`src/rtl/handshake_rr_arbiter.sv`:
```
// Round-robin arbiter sharing one downstream request/response channel between
// NREQ requesters. One grant at a time; the grant is held until the downstream
// response returns or a timeout expires, then the response is routed back.
module handshake_rr_arbiter #(
    parameter int unsigned NREQ    = 2,
    parameter int unsigned WIDTH   = 32,
    parameter int unsigned TIMEOUT = 15
) (
    input  logic                      clk,
    input  logic                      rst,
    input  logic [NREQ-1:0]           req_valid,
    input  logic [NREQ*WIDTH-1:0]     req_data,
    output logic [NREQ-1:0]           req_ready,
    output logic [NREQ-1:0]           rsp_valid,
    output logic [WIDTH-1:0]          rsp_data,
    output logic                      rsp_err,
    output logic                      down_valid,
    output logic [WIDTH-1:0]          down_data,
    input  logic                      down_ready,
    input  logic                      down_rsp_valid,
    input  logic [WIDTH-1:0]          down_rsp_data,
    output logic [$clog2(NREQ)-1:0]   grant_id,
    output logic                      busy
);

    localparam int unsigned IDW  = $clog2(NREQ);
    localparam int unsigned CNTW = 8;

    typedef enum logic [1:0] {
        IDLE = 2'd0,
        SEND = 2'd1,
        WAIT = 2'd2
    } state_t;

    state_t             state, state_nxt;
    logic [IDW-1:0]     ptr, ptr_nxt;
    logic [IDW-1:0]     grant_nxt;
    logic [IDW-1:0]     grant_inc;
    logic [WIDTH-1:0]   down_data_nxt;
    logic               down_valid_nxt;
    logic               busy_nxt;
    logic [CNTW-1:0]    cnt, cnt_nxt;
    logic [NREQ-1:0]    rsp_valid_nxt;
    logic [WIDTH-1:0]   rsp_data_nxt;
    logic               rsp_err_nxt;

    logic               pick_found;
    logic [IDW-1:0]     pick_idx;
    int unsigned        scan_pos;
    logic [WIDTH-1:0]   req_word [NREQ];

    // Unpack the flat request bus into per-requester words
    for (genvar g = 0; g < NREQ; g++) begin : g_unpack
        assign req_word[g] = req_data[g*WIDTH +: WIDTH];
    end

    // Find the first pending requester at or above ptr, wrapping around
    always_comb begin
        pick_found = 1'b0;
        pick_idx   = '0;
        scan_pos   = 0;
        for (int unsigned i = 0; i < NREQ; i++) begin
            scan_pos = 32'(ptr) + i;
            if (scan_pos >= NREQ) begin
                scan_pos = scan_pos - NREQ;
            end
            if (!pick_found && req_valid[IDW'(scan_pos)]) begin
                pick_found = 1'b1;
                pick_idx   = IDW'(scan_pos);
            end
        end
    end

    // Index following the current grant, used to rotate priority on exit
    always_comb begin
        if (grant_id == IDW'(NREQ - 1)) begin
            grant_inc = '0;
        end else begin
            grant_inc = grant_id + IDW'(1);
        end
    end

    // Accept pulse follows the downstream handshake within the same cycle
    always_comb begin
        req_ready = '0;
        if (state == SEND && down_ready) begin
            req_ready[grant_id] = 1'b1;
        end
    end

    // Next-state and next-register values
    always_comb begin
        state_nxt     = state;
        ptr_nxt       = ptr;
        grant_nxt     = grant_id;
        down_data_nxt = down_data;
        cnt_nxt       = cnt;
        rsp_valid_nxt = '0;
        rsp_data_nxt  = rsp_data;
        rsp_err_nxt   = 1'b0;

        unique case (state)
            IDLE: begin
                if (pick_found) begin
                    grant_nxt     = pick_idx;
                    down_data_nxt = req_word[pick_idx];
                    state_nxt     = SEND;
                end
            end
            SEND: begin
                if (down_ready) begin
                    cnt_nxt   = '0;
                    state_nxt = WAIT;
                end
            end
            WAIT: begin
                // A real response beats a timeout landing in the same cycle
                if (down_rsp_valid) begin
                    rsp_valid_nxt[grant_id] = 1'b1;
                    rsp_data_nxt            = down_rsp_data;
                    rsp_err_nxt             = 1'b0;
                    ptr_nxt                 = grant_inc;
                    state_nxt               = IDLE;
                end else if (cnt == CNTW'(TIMEOUT)) begin
                    rsp_valid_nxt[grant_id] = 1'b1;
                    rsp_data_nxt            = '1;
                    rsp_err_nxt             = 1'b1;
                    ptr_nxt                 = grant_inc;
                    state_nxt               = IDLE;
                end else begin
                    cnt_nxt = cnt + CNTW'(1);
                end
            end
            default: begin
                state_nxt = IDLE;
            end
        endcase

        down_valid_nxt = (state_nxt == SEND);
        busy_nxt       = (state_nxt != IDLE);
    end

    // State register
    always_ff @(posedge clk or negedge rst) begin
        if (!rst) begin
            state <= IDLE;
        end else begin
            state <= state_nxt;
        end
    end

    // Datapath and output registers
    always_ff @(posedge clk or negedge rst) begin
        if (!rst) begin
            ptr        <= '0;
            grant_id   <= '0;
            down_data  <= '0;
            down_valid <= 1'b0;
            busy       <= 1'b0;
            cnt        <= '0;
            rsp_valid  <= '0;
            rsp_data   <= '0;
            rsp_err    <= 1'b0;
        end else begin
            ptr        <= ptr_nxt;
            grant_id   <= grant_nxt;
            down_data  <= down_data_nxt;
            down_valid <= down_valid_nxt;
            busy       <= busy_nxt;
            cnt        <= cnt_nxt;
            rsp_valid  <= rsp_valid_nxt;
            rsp_data   <= rsp_data_nxt;
            rsp_err    <= rsp_err_nxt;
        end
    end

endmodule
```
`config.mk`:
```
export PLATFORM = sky130hd
export DESIGN_NAME = handshake_rr_arbiter
export DESIGN_NICKNAME = d
export VERILOG_FILES = /design/src/rtl/handshake_rr_arbiter.sv
export SDC_FILE = /design/constraint.sdc
export NUM_CORES = 1
export LEC_CHECK = 0
export ABC_AREA = 1
export CAP_MARGIN = 0
export CORE_ASPECT_RATIO = 0.75
export CORE_MARGIN = 4
export CORE_UTILIZATION = 37
export DETAILED_ROUTE_END_ITERATION = 16
export GPL_ROUTABILITY_DRIVEN = 0
export PLACE_DENSITY = 0.88
export SYNTH_ARGS = -nofsm -noshare
export SYNTH_HDL_FRONTEND = slang
export SYNTH_SLANG_ARGS = --single-unit
```
`constraint.sdc`:
```
create_clock -name clk -period 1.4 [get_ports clk]
set_clock_uncertainty 0.05 [all_clocks]
set_input_delay 0.35 -clock clk [delete_from_list [all_inputs] [get_ports clk]]
set_output_delay 0.35 -clock clk [all_outputs]
set_load 0.01 [all_outputs]
```
==> results.md <==
* Status: complete, but fails checks
* Failing checks: hold timing, setup timing
* Leak at 3.19 nW
* Total GRT Usage at 25.0%
* Worst path arrival time at 1370 ps
* Fillers at 561
* Largest net degree at the start of global routing at 82
* Post-synthesis sequential area ratio at 56.8%
* CTS tree: yes
* Core box area at 9230 um^2
* Vias per std cell at 5.25
* Hold_buf cts at 0
* Final setup TNS at -15150 ps
* CTS Buf Count at 9
* Layout cells sized above 1 at 36.7%
* Max Cap Violations at 0
* Prevailing post-synth register cell: dfrtp_1
* Avg WL per Cell at 20.4 um
* CP Class: reg -> out
* R2R cell count at 7
* Synth Cell Area at 3570 um^2
* RSZ-0062 raised after global routing: true
* Final hold slack at -23.3 ps
* Port Buffer Count at 173
* Detailed-route via count at 4114
* Worst vdd ir at 1010 uV
* Post-synth EDFFs at 0
* Row Count at 30
* Top Metal Used: met4
* Yosys reg bits at 81
* Fin. Hold Viols at 26
* Drt first pass iters at 5
* Num ports at 174
* Syn_nets at 527
* Synth Instances at 424
* Pwr per Cell Area at 2020 nW/um^2
* DRC at 0
* Final Cycle Share at 127%
* DR iter-0 viols at 240
* Post-synth cell types at 26
* Worst setup margin at -374 ps
* Synth warn at 0
* Ys async rst share at 100%
* Bufs on Longest Clock Path at 2
* Syn avg cell area at 8.41 um^2
* Root Buffer: clkbuf_16
* Dpl hpwl at 8290 um
* Crit end category: output pin
* Die area at 11300 um^2
* Vias in the first global route at 4170
* Worst min-delay path class: in -> async
* Max Fanout on Critical Path at 3
* WL met2 at 8240 um
* Clock sinks at 81
* Worst-Skew Late Latency at 340 ps
* Vert. Die Dim at 93.0 um
* Die Wd at 121 um
* Min cycle time layout at 1770 ps
* Util after Layout at 75.4%
* Final Total Pwr at 14.1 mW
* Metal3 WL at 1110 um
* Fin. max-slew vios at 0
* # diodes at 0
* Final setup fails at 82
* Max Clk Rate at 564 MHz
* Drt total wl at 16000 um
* Starting density of the core at 38.6%
* Layout net count at 754
* Critical Path RT at 1000 ps
* DRT antenna net count at 0
* Slew headroom at 69.5%
* Metal-1 WL at 5880 um
* First-pass GRT wire length at 22000 um
* GR Overflow Total at 0
* Critical path startpoint category: flip-flop
* H-tree levels at 3
* Antenna violations before repair at 0
* Slew @ Worst Pin at 458 ps
* Area growth syn-to-layout at 95.2%
* Clock transition at path regs at 70 ps
-- worst max-delay path: stages (launching register included) --
cell	delay, ps
dfrtp_1	450
nor2_4	190
nand2_4	100
nor2_2	130
buf_2	160
-- area by class of cell --
class	instances	area [um^2]	share of cell area (%)
clock inverters	5	55.1	0.791
multi-input cells	277	1860	26.7
flip-flops and latches	81	2030	29.1
inverters	46	180	2.59
clock buffers	11	243	3.49
well taps	128	160	2.30
repair buffers	236	2440	35.0
-- layout by cell type (no fill, tap or decap), drive strengths merged --
cell type,synthesis,layout
clkdlybuf4s15,0,45
inv,46,46
o21bai,1,1
bufinv,0,1
clkinvlp,0,2
xnor2,1,1
nor3b,1,1
nand2,74,74
nor3,2,2
buf,11,65
ha,1,1
clkdlybuf4s50,0,100
clkbuf,9,37
o21ai,66,66
nor2,84,84
nand3,13,13
xor2,1,1
dfrtp,81,81
clkinv,0,2
nand4,1,1
a21oi,32,32
-- registers in the layout, indices dropped and copies added (netlist names) --
name        cells
busy            1
cnt             8
down_data      32
down_valid      1
grant_id        1
ptr             1
rsp_data       32
rsp_err         1
rsp_valid       2
state           2
-- synth_stat cells (all sizes together), types with 2 or more instances --
master	instances	share of area [%]
buf	11	2.1
dfrtp	81	57
nor3	2	0.60
nand2	74	8.1
nor2	84	9.3
inv	46	4.8
a21oi	32	4.5
o21ai	66	9.3
nand3	13	2.0
clkbuf	9	1.0
-- logic make-up after synthesis --
family	count (synthesis)	synth area share, %
AOI/OAI and AO/OA	99	14.0
and+or+nand+nor	175	20.4
DFF	81	56.8
buffers and inverters	66	8.00
xor gates and xnor gates	2	0.491
adders and majority gates	1	0.351
-- per-layer routing --
metal,GRT usage (%),vias up
li1,-,1797
met1,28.4,2014
met2,42.8,237
met3,7.74,66
met4,12.2,0
met5,0,-
-- through the flow --
stage / setup slack, ps / instances / cell area (um^2)
after global routing: -386 / 784 / 6960
after CTS: -174 / 771 / 6490
after detailed placement: -627 / 734 / 5630
after floorplan: 17.0 / 424 / 3570
after global placement: -641 / 734 / 5630
final: -374 / 784 / 6960
-- timing repair --
action / in CTS / in global routing
gates cloned: 11 / 3
hold endpoints to repair: 0 / 0
setup buffers: 12 / 14
endpoints found under the setup margin: 119 / 120
pin swaps: 9 / 37
resized for setup: 200 / 191
-- where the power goes --
part,total (mW),leakage [nW],internal (mW),switching [mW]
registers,4.09,0.951,3.35,0.741
clock network,2.41,0.142,1.43,0.981
logic,7.57,2.10,3.75,3.82
total,14.1,3.19,8.53,5.54
-- worst paths after layout --
check,startpoint,end,slack (ps)
worst min-delay path,rst,rsp_data[9]$_DFFE_PN0P_,-20
worst max register to register,state[1]$_DFF_PN0_,down_data[19]$_DFFE_PN0P_,-260
max in group asynchronous,rst,grant_id$_DFFE_PN0P_,940
min in group clk,down_data[0]$_DFFE_PN0P_,down_data[0]$_DFFE_PN0P_,450
worst max-delay path,state[1]$_DFF_PN0_,req_ready[1],-370
worst min register to register,down_data[0]$_DFFE_PN0P_,down_data[0]$_DFFE_PN0P_,450
Note: power is estimated with default switching activity, not from simulation.
